--- config.mk ---
export PLATFORM = sky130hd
export DESIGN_NAME = unsigned_div
export DESIGN_NICKNAME = d
export VERILOG_FILES = /design/src/rtl/unsigned_div.sv
export SDC_FILE = /design/constraint.sdc
export NUM_CORES = 1
export LEC_CHECK = 0
export ABC_CLOCK_PERIOD_IN_PS = 2100
export BUFFER_PORTS_ARGS = -buffer_cell sky130_fd_sc_hd__clkbuf_2
export CAP_MARGIN = 30
export CELL_PAD_IN_SITES_DETAIL_PLACEMENT = 2
export CELL_PAD_IN_SITES_GLOBAL_PLACEMENT = 2
export CORE_MARGIN = 4
export CORE_UTILIZATION = 36
export CTS_BUF_LIST = sky130_fd_sc_hd__clkbuf_8
export DETAILED_ROUTE_END_ITERATION = 12
export PLACE_DENSITY = 0.85
export SLEW_MARGIN = 0
export SYNTH_ARGS = -nofsm -noshare
export SYNTH_HDL_FRONTEND = slang
export SYNTH_SLANG_ARGS = --single-unit
export TNS_END_PERCENT = 100
--- constraint.sdc ---
create_clock -name clk -period 2.1 [get_ports clk]
set_input_delay 0.42 -clock clk [delete_from_list [all_inputs] [get_ports clk]]
set_output_delay 0.42 -clock clk [all_outputs]
set_load 0.01 [all_outputs]
--- src/rtl/unsigned_div.sv ---
// Sequential restoring divider: DIVIDEND_W-bit dividend by DIVISOR_W-bit divisor,
// one shift-subtract step per clock under a start/done handshake.
module unsigned_div #(
  parameter int DIVIDEND_W = 8,
  parameter int DIVISOR_W  = 4
) (
  input  logic                  clk,
  input  logic                  rst_n,
  input  logic                  start,
  input  logic [DIVIDEND_W-1:0] dividend_in,
  input  logic [DIVISOR_W-1:0]  divisor_in,
  output logic                  busy,
  output logic                  done,
  output logic [DIVIDEND_W-1:0] quotient_out,
  output logic [DIVISOR_W-1:0]  remainder_out,
  output logic                  div_by_zero
);

  localparam int CNT_W = (DIVIDEND_W > 1) ? $clog2(DIVIDEND_W) : 1;
  localparam logic [CNT_W-1:0] CNT_LAST = CNT_W'(DIVIDEND_W - 1);

  typedef enum logic [0:0] {
    IDLE = 1'b0,
    CALC = 1'b1
  } state_t;

  state_t                state_r, state_s;
  logic [CNT_W-1:0]      cnt_r, cnt_s;
  logic [DIVISOR_W:0]    part_r, part_s;
  logic [DIVIDEND_W-1:0] q_r, q_s;
  logic [DIVISOR_W-1:0]  dvs_r, dvs_s;
  logic                  busy_s, done_s, dbz_s;
  logic [DIVIDEND_W-1:0] quo_s;
  logic [DIVISOR_W-1:0]  rem_s;
  logic [DIVISOR_W:0]    shifted_s, diff_s;
  logic                  fits_s;

  // One restoring step; the compare is kept at full DIVISOR_W+1 width
  always_comb begin
    shifted_s = {part_r[DIVISOR_W-1:0], q_r[DIVIDEND_W-1]};
    diff_s    = shifted_s - {1'b0, dvs_r};
    fits_s    = (shifted_s >= {1'b0, dvs_r});
  end

  // Next-state and registered-output logic
  always_comb begin
    state_s = state_r;
    cnt_s   = cnt_r;
    part_s  = part_r;
    q_s     = q_r;
    dvs_s   = dvs_r;
    busy_s  = 1'b0;
    done_s  = 1'b0;
    quo_s   = quotient_out;
    rem_s   = remainder_out;
    dbz_s   = div_by_zero;
    case (state_r)
      IDLE: begin
        if (start) begin
          if (divisor_in != '0) begin
            state_s = CALC;
            cnt_s   = '0;
            part_s  = '0;
            q_s     = dividend_in;
            dvs_s   = divisor_in;
            busy_s  = 1'b1;
          end else begin
            quo_s  = '1;
            rem_s  = '0;
            dbz_s  = 1'b1;
            done_s = 1'b1;
          end
        end else begin
          state_s = IDLE;
        end
      end
      CALC: begin
        part_s = fits_s ? diff_s : shifted_s;
        q_s    = (q_r << 1) | DIVIDEND_W'(fits_s);
        if (cnt_r == CNT_LAST) begin
          state_s = IDLE;
          done_s  = 1'b1;
          quo_s   = q_s;
          rem_s   = part_s[DIVISOR_W-1:0];
          dbz_s   = 1'b0;
        end else begin
          cnt_s  = cnt_r + CNT_W'(1);
          busy_s = 1'b1;
        end
      end
      default: begin
        state_s = IDLE;
      end
    endcase
  end

  // State, datapath and output registers
  always_ff @(posedge clk or negedge rst_n) begin
    if (!rst_n) begin
      state_r       <= IDLE;
      cnt_r         <= '0;
      part_r        <= '0;
      q_r           <= '0;
      dvs_r         <= '0;
      busy          <= 1'b0;
      done          <= 1'b0;
      quotient_out  <= '0;
      remainder_out <= '0;
      div_by_zero   <= 1'b0;
    end else begin
      state_r       <= state_s;
      cnt_r         <= cnt_s;
      part_r        <= part_s;
      q_r           <= q_s;
      dvs_r         <= dvs_s;
      busy          <= busy_s;
      done          <= done_s;
      quotient_out  <= quo_s;
      remainder_out <= rem_s;
      div_by_zero   <= dbz_s;
    end
  end

endmodule

== Yosys cells after proc, flatten, opt, wreduce, memory -nomap -nowiden ==
Cells that the tools add are included.
Widths: inputs -> output; s select.
Word-level totals
  word-level logic and storage cells: 56
  flip-flop bits (word level): 34
  input bits: 15
Cells by class
  multiplexer cells: 31
  eq/ne operators: 6
  bitwise logic cells: 2
  $lt $le $gt $ge: 1
  reduce and logical (&&, ||, !) cells: 5
  add/subtract/negate cells: 2
Operator list (number)
  $mux 8: 5
  $pmux 8 s2: 2
  $mux 4: 6
  $pmux 4 s2: 2
  $mux 1: 9
  $mux 3: 3
  $reduce_and 3->1: 3
  $ne 2x2->1 const B: 4
  $or 8x1->8: 1
  $pmux 1 s2: 3
  $pmux 3 s2: 1
  $ge 5x4->1: 1
  $reduce_bool 4->1: 1
  $sub 4x4->4: 1
  $add 3x1->3 const B: 1
  $eq 3x3->1 const B: 1
  $ne 2x1->1 const B: 1
  $reduce_and 2->1: 1
  $not 1->1: 1

== Depth between registers and ports, before layout ==
  depth in word-level cells: 4
  gate-level depth with buffers: 7
  depth with buffers taken out: 7

== Worst setup path before layout ==
OpenSTA, ideal clock, no wires.
  kind: input to register
  start: in divisor_in[1]
  end: reg remainder_out[3]
  arrival time: 1755 ps
  path buffers: 0
  stages on the path: 5
  slack: 220 ps
  cells stage by stage: or4_4 -> nor3b_4 -> a21oi_2 -> clkinv_2 -> mux2_4
Between the ends
  longest elaborated chain between the ends: 3
RTL lines
  start, declared: line 11  | input logic [DIVISOR_W-1:0] divisor_in,
  $reduce_bool 4->1: line 60  | if (divisor_in != '0) begin
  $ne 2x2->1 (no line)
  $reduce_and 3->1 (no line)
  end signal, assigned: line 119  | remainder_out <= rem_s;
  end, declared: line 15  | output logic [DIVISOR_W-1:0] remainder_out,
No other way between the ends.
A chain may end at the register's enable or synchronous reset.

== Final worst setup path ==
  start: reg q_r[7]
  end: reg part_r[0]
Between the ends
  longest elaborated chain between the ends: 3
  elaborated cells between the ends (all ways): 4
  classes of those cells: add/sub: 1; order compare: 1; mux: 2
RTL lines
  start, declared: line 30  | logic [DIVIDEND_W-1:0] q_r, q_s;
  start signal, assigned: line 114  | q_r <= q_s;
  $sub 4x4->4 / $ge 5x4->1 (equally long branches): line 41, 42
  $mux 4 *: line 78  | part_s = fits_s ? diff_s : shifted_s;
  $pmux 4 s2 *: line 57  | case (state_r)
  end signal, assigned: line 113  | part_r <= part_s;
  end, declared: line 29  | logic [DIVISOR_W:0] part_r, part_s;
Every way passes the cells marked *; elsewhere a longest branch is shown, timed or not.

==> qor.yml <==
max_freq_mhz: 505
syn_nets: 179
worst_path_max_delay_cell: "dfrtp_1"
min_to: "dvs_r[3]"
grt_start_max_net_pins: 19
grt.overflow.total: 0
globalplace.congestion: 0.853
first_global_vias: 1468
vias: 1285
synth_top_family_by_area: "simple AND/OR/NAND/NOR gates"
ys_seq_area_frac: 0.526
cts_root_buffer: "clkbuf_8"
synthSimpleGateAreaFrac: 0.135
start_util: 0.372
rr_worst_depth: 8
grt_use_total: 0.184
power.density_mw_per_mm2: 1690
drive_above_1_share: 0.315
worstHoldStart: "divisor_in[3]"
yosys.area_share.adder: 0.0588
n_antenna_cell: 0
dpl_worst_slack_ns: -0.0742
yosys.area.top_type: "dfrtp_1"
pin_count: 30
cap_viol_max_count: 0
hold_class: "in -> reg"
cts_tree: "done"
relSlewSlack: 0.586
place.detailed.hpwl_mm: 3.43
start_kind: "register"
fin_ws_ns: 0.120
grt_pass1_wl_mm: 7.43
ys_seq_elements: 34
synthCells: 157
synthMuxAreaShare: 0.0990
drcViolationCount: 0
rsz0062_at_grt: "no"
reg2reg_from: "q_r[7]"
status: "finished, final reports clean"
ant_nets: 0
vdd_drop_max_mv: 0.603
die-area_sq_mm: 0.00563
path_clk_slew_ns: 0.08
stdcell_count: 249
via_per_inst: 5.16
multi_input_area_sq_um: 728
postSynthAreaPerCell_sq_um: 10.3
yosys.cell_types.count: 29
finalSetupViolCount: 0
synthTopCellsByArea: "dfrtp_1, mux2i_1, o21ai_0"
wire_per_inst_um: 18.4
crit_chain: "inv_1 > ha_1 > nor2b_1 > o21ai_1 > a21boi_2 > buf_4 > mux2_2 > o21ai_0"
drt_iter0_drc: 35
regArea_sq_um: 851
dieHeight_um: 75.0
drt_wl_total_mm: 4.58
areaGrowthSynthToFinish_pct: 23.0
p_leak_nw: 0.951
r2r_slack_ns: 0.12
power.total_mw: 3.36
hold_depth: 3
dp.cells: 239
die-width_um: 75.0
synth_top_area_share: 0.526
crit_buf_inv: 2
synth_xor_area_frac: 0.0108
core_region_area_sq_mm: 0.00435
synth_compound_area_frac: 0.135
clock-sinks: 34
finalNetCount: 218
clk-insertion-delay-late_ns: 0.29
port_buffers: 29
crit_type: "reg -> reg"
worstMarginPinSlew_ns: 0.619
syn_area_sq_mm: 0.00162
cp_data_required_time_ns: 2.31
crit_path_max_incr_delay_ns: 0.39
slew_violations: 0
antenna_found_initial: 0
worstPathArrival_ns: 2.19
row_count: 24
yosys_warnings: 0
timing.rr.end: "part_r[0]"
cp-end-kind: "register"
dr.pass1.iters: 2
skew_ns: 0.00329
critPathMaxFanout: 3
clk_path_buf_depth: 2
crit_family: "compound AO/OA/AOI/OAI gates"
cts_buffers: 5
fin_crit_ns: 1.98
nFillCells: 472
h-tree-depth: 2
hold_viol_final: 0
period_share: 0.943
stage by stage:
| stage | instance area [sq um] | setup TNS (ns) | util | hold WS [ns] |
|---|---|---|---|---|
| floorplan | 1620 | 0 | - | 0.124 |
| CTS | 1970 | 0 | 0.453 | 0.365 |
| global placement | 1860 | 0 | 0.426 | 0.315 |
| detailed placement | 1860 | -0.129 | 0.426 | 0.321 |
| global route | 1990 | 0 | 0.457 | 0.376 |
| finish | 1990 | 0 | 0.457 | 0.379 |
where the power goes:
part           leakage, nW  total, mW  internal, mW  switching [mW]
Sequential           0.401       1.21         0.968           0.242
Clock               0.0472      0.521         0.264           0.257
Combinational        0.502       1.63         0.759           0.873
final cells by class:
cell class,count,area share
inverters,7,0.0138
multi-input cells,109,0.366
flip-flops and latches,34,0.428
repair buffers,39,0.112
clock inverters,2,0.00629
well taps,52,0.0327
clock buffers,6,0.0415
metal layers:
| metal | up-vias | wire length [um] | GRT usage |
|---|---|---|---|
| met5 | - | 0 | 0 |
| met4 | 0 | 93 | 0.0870 |
| met3 | 7 | 160 | 0.0507 |
| met2 | 22 | 2550 | 0.332 |
| met1 | 647 | 1780 | 0.197 |
| li1 | 609 | - | - |
placed cells by master, fill, tap and decap left out, types with 2 or more instances in the layout:
cell type and instances:
nor2b_1 2, mux2i_1 10, clkbuf_2 29, nor2_1 19, buf_4 9, o21ai_0 18
nand3_1 4, clkinv_2 2, a31o_2 3, o21ai_1 2, xnor2_1 2, a21oi_1 8
o21a_1 2, dfrtp_1 34, clkbuf_8 6, a21oi_2 2, nand2_1 17, inv_1 6
ha_1 5, mux2_2 4
worst max-delay path by stage:
stage                  start                to  slack, ns  cells after the start
3_5_place_dp       part_r[1]         part_r[1]      -0.07                      7
5_1_grt               q_r[7]         part_r[0]      0.008                      8
4_1_cts            part_r[1]  remainder_out[0]      0.009                      7
3_3_place_gp       part_r[1]  remainder_out[0]        0.1                      7
6_report              q_r[7]         part_r[0]       0.12                      8
2_1_floorplan  divisor_in[1]  remainder_out[3]       0.22                      5
synthesized netlist by cell type (all sizes together):
| library cell | instances |
|---|---|
| buf | 2 |
| nor2b | 2 |
| nand3 | 4 |
| xnor2 | 2 |
| or4 | 1 |
| inv | 6 |
| fa | 1 |
| nand2 | 18 |
| a31o | 3 |
| a211oi | 1 |
| mux2 | 5 |
| nor2 | 19 |
| ha | 6 |
| nor4b | 1 |
| o21a | 2 |
| a21oi | 10 |
| nor3 | 1 |
| clkbuf | 5 |
| dfrtp | 34 |
| a21boi | 1 |
| clkinv | 1 |
| nor3b | 1 |
| mux2i | 10 |
| o21bai | 1 |
| o21ai | 20 |
cells by family (layout without fill, tap and decap cells):
| kind of cell | Yosys count | in the layout |
|---|---|---|
| simple gates | 47 | 47 |
| compound gates | 38 | 38 |
| flops | 34 | 34 |
| mux | 15 | 15 |
| buf+inv | 14 | 54 |
| fa+ha+maj | 7 | 7 |
| xor+xnor | 2 | 2 |
sequential cells by signal, summed over array words and instances, names as in the netlist:
register	count
cnt_r	3
dvs_r	4
done	1
q_r	8
state_r	1
part_r	4
div_by_zero	1
remainder_out	4
quotient_out	8
worst reg2reg max path, cell delays in order, from the launching register on:
cell,delay [ns]
dfrtp_1,0.39
inv_1,0.11
ha_1,0.23
nor2b_1,0.16
o21ai_1,0.12
a21boi_2,0.19
buf_4,0.15
mux2_2,0.36
o21ai_0,0.18
timing repair:
action                                  in CTS  in global routing
hold endpoints to repair                     2                  0
resized for setup                            2                  3
endpoints found under the setup margin       6                  8
hold buffers                                 1                  0
pin swaps                                    1                  1
setup buffers                                1                  0
Power figures use the tool's default switching activity.
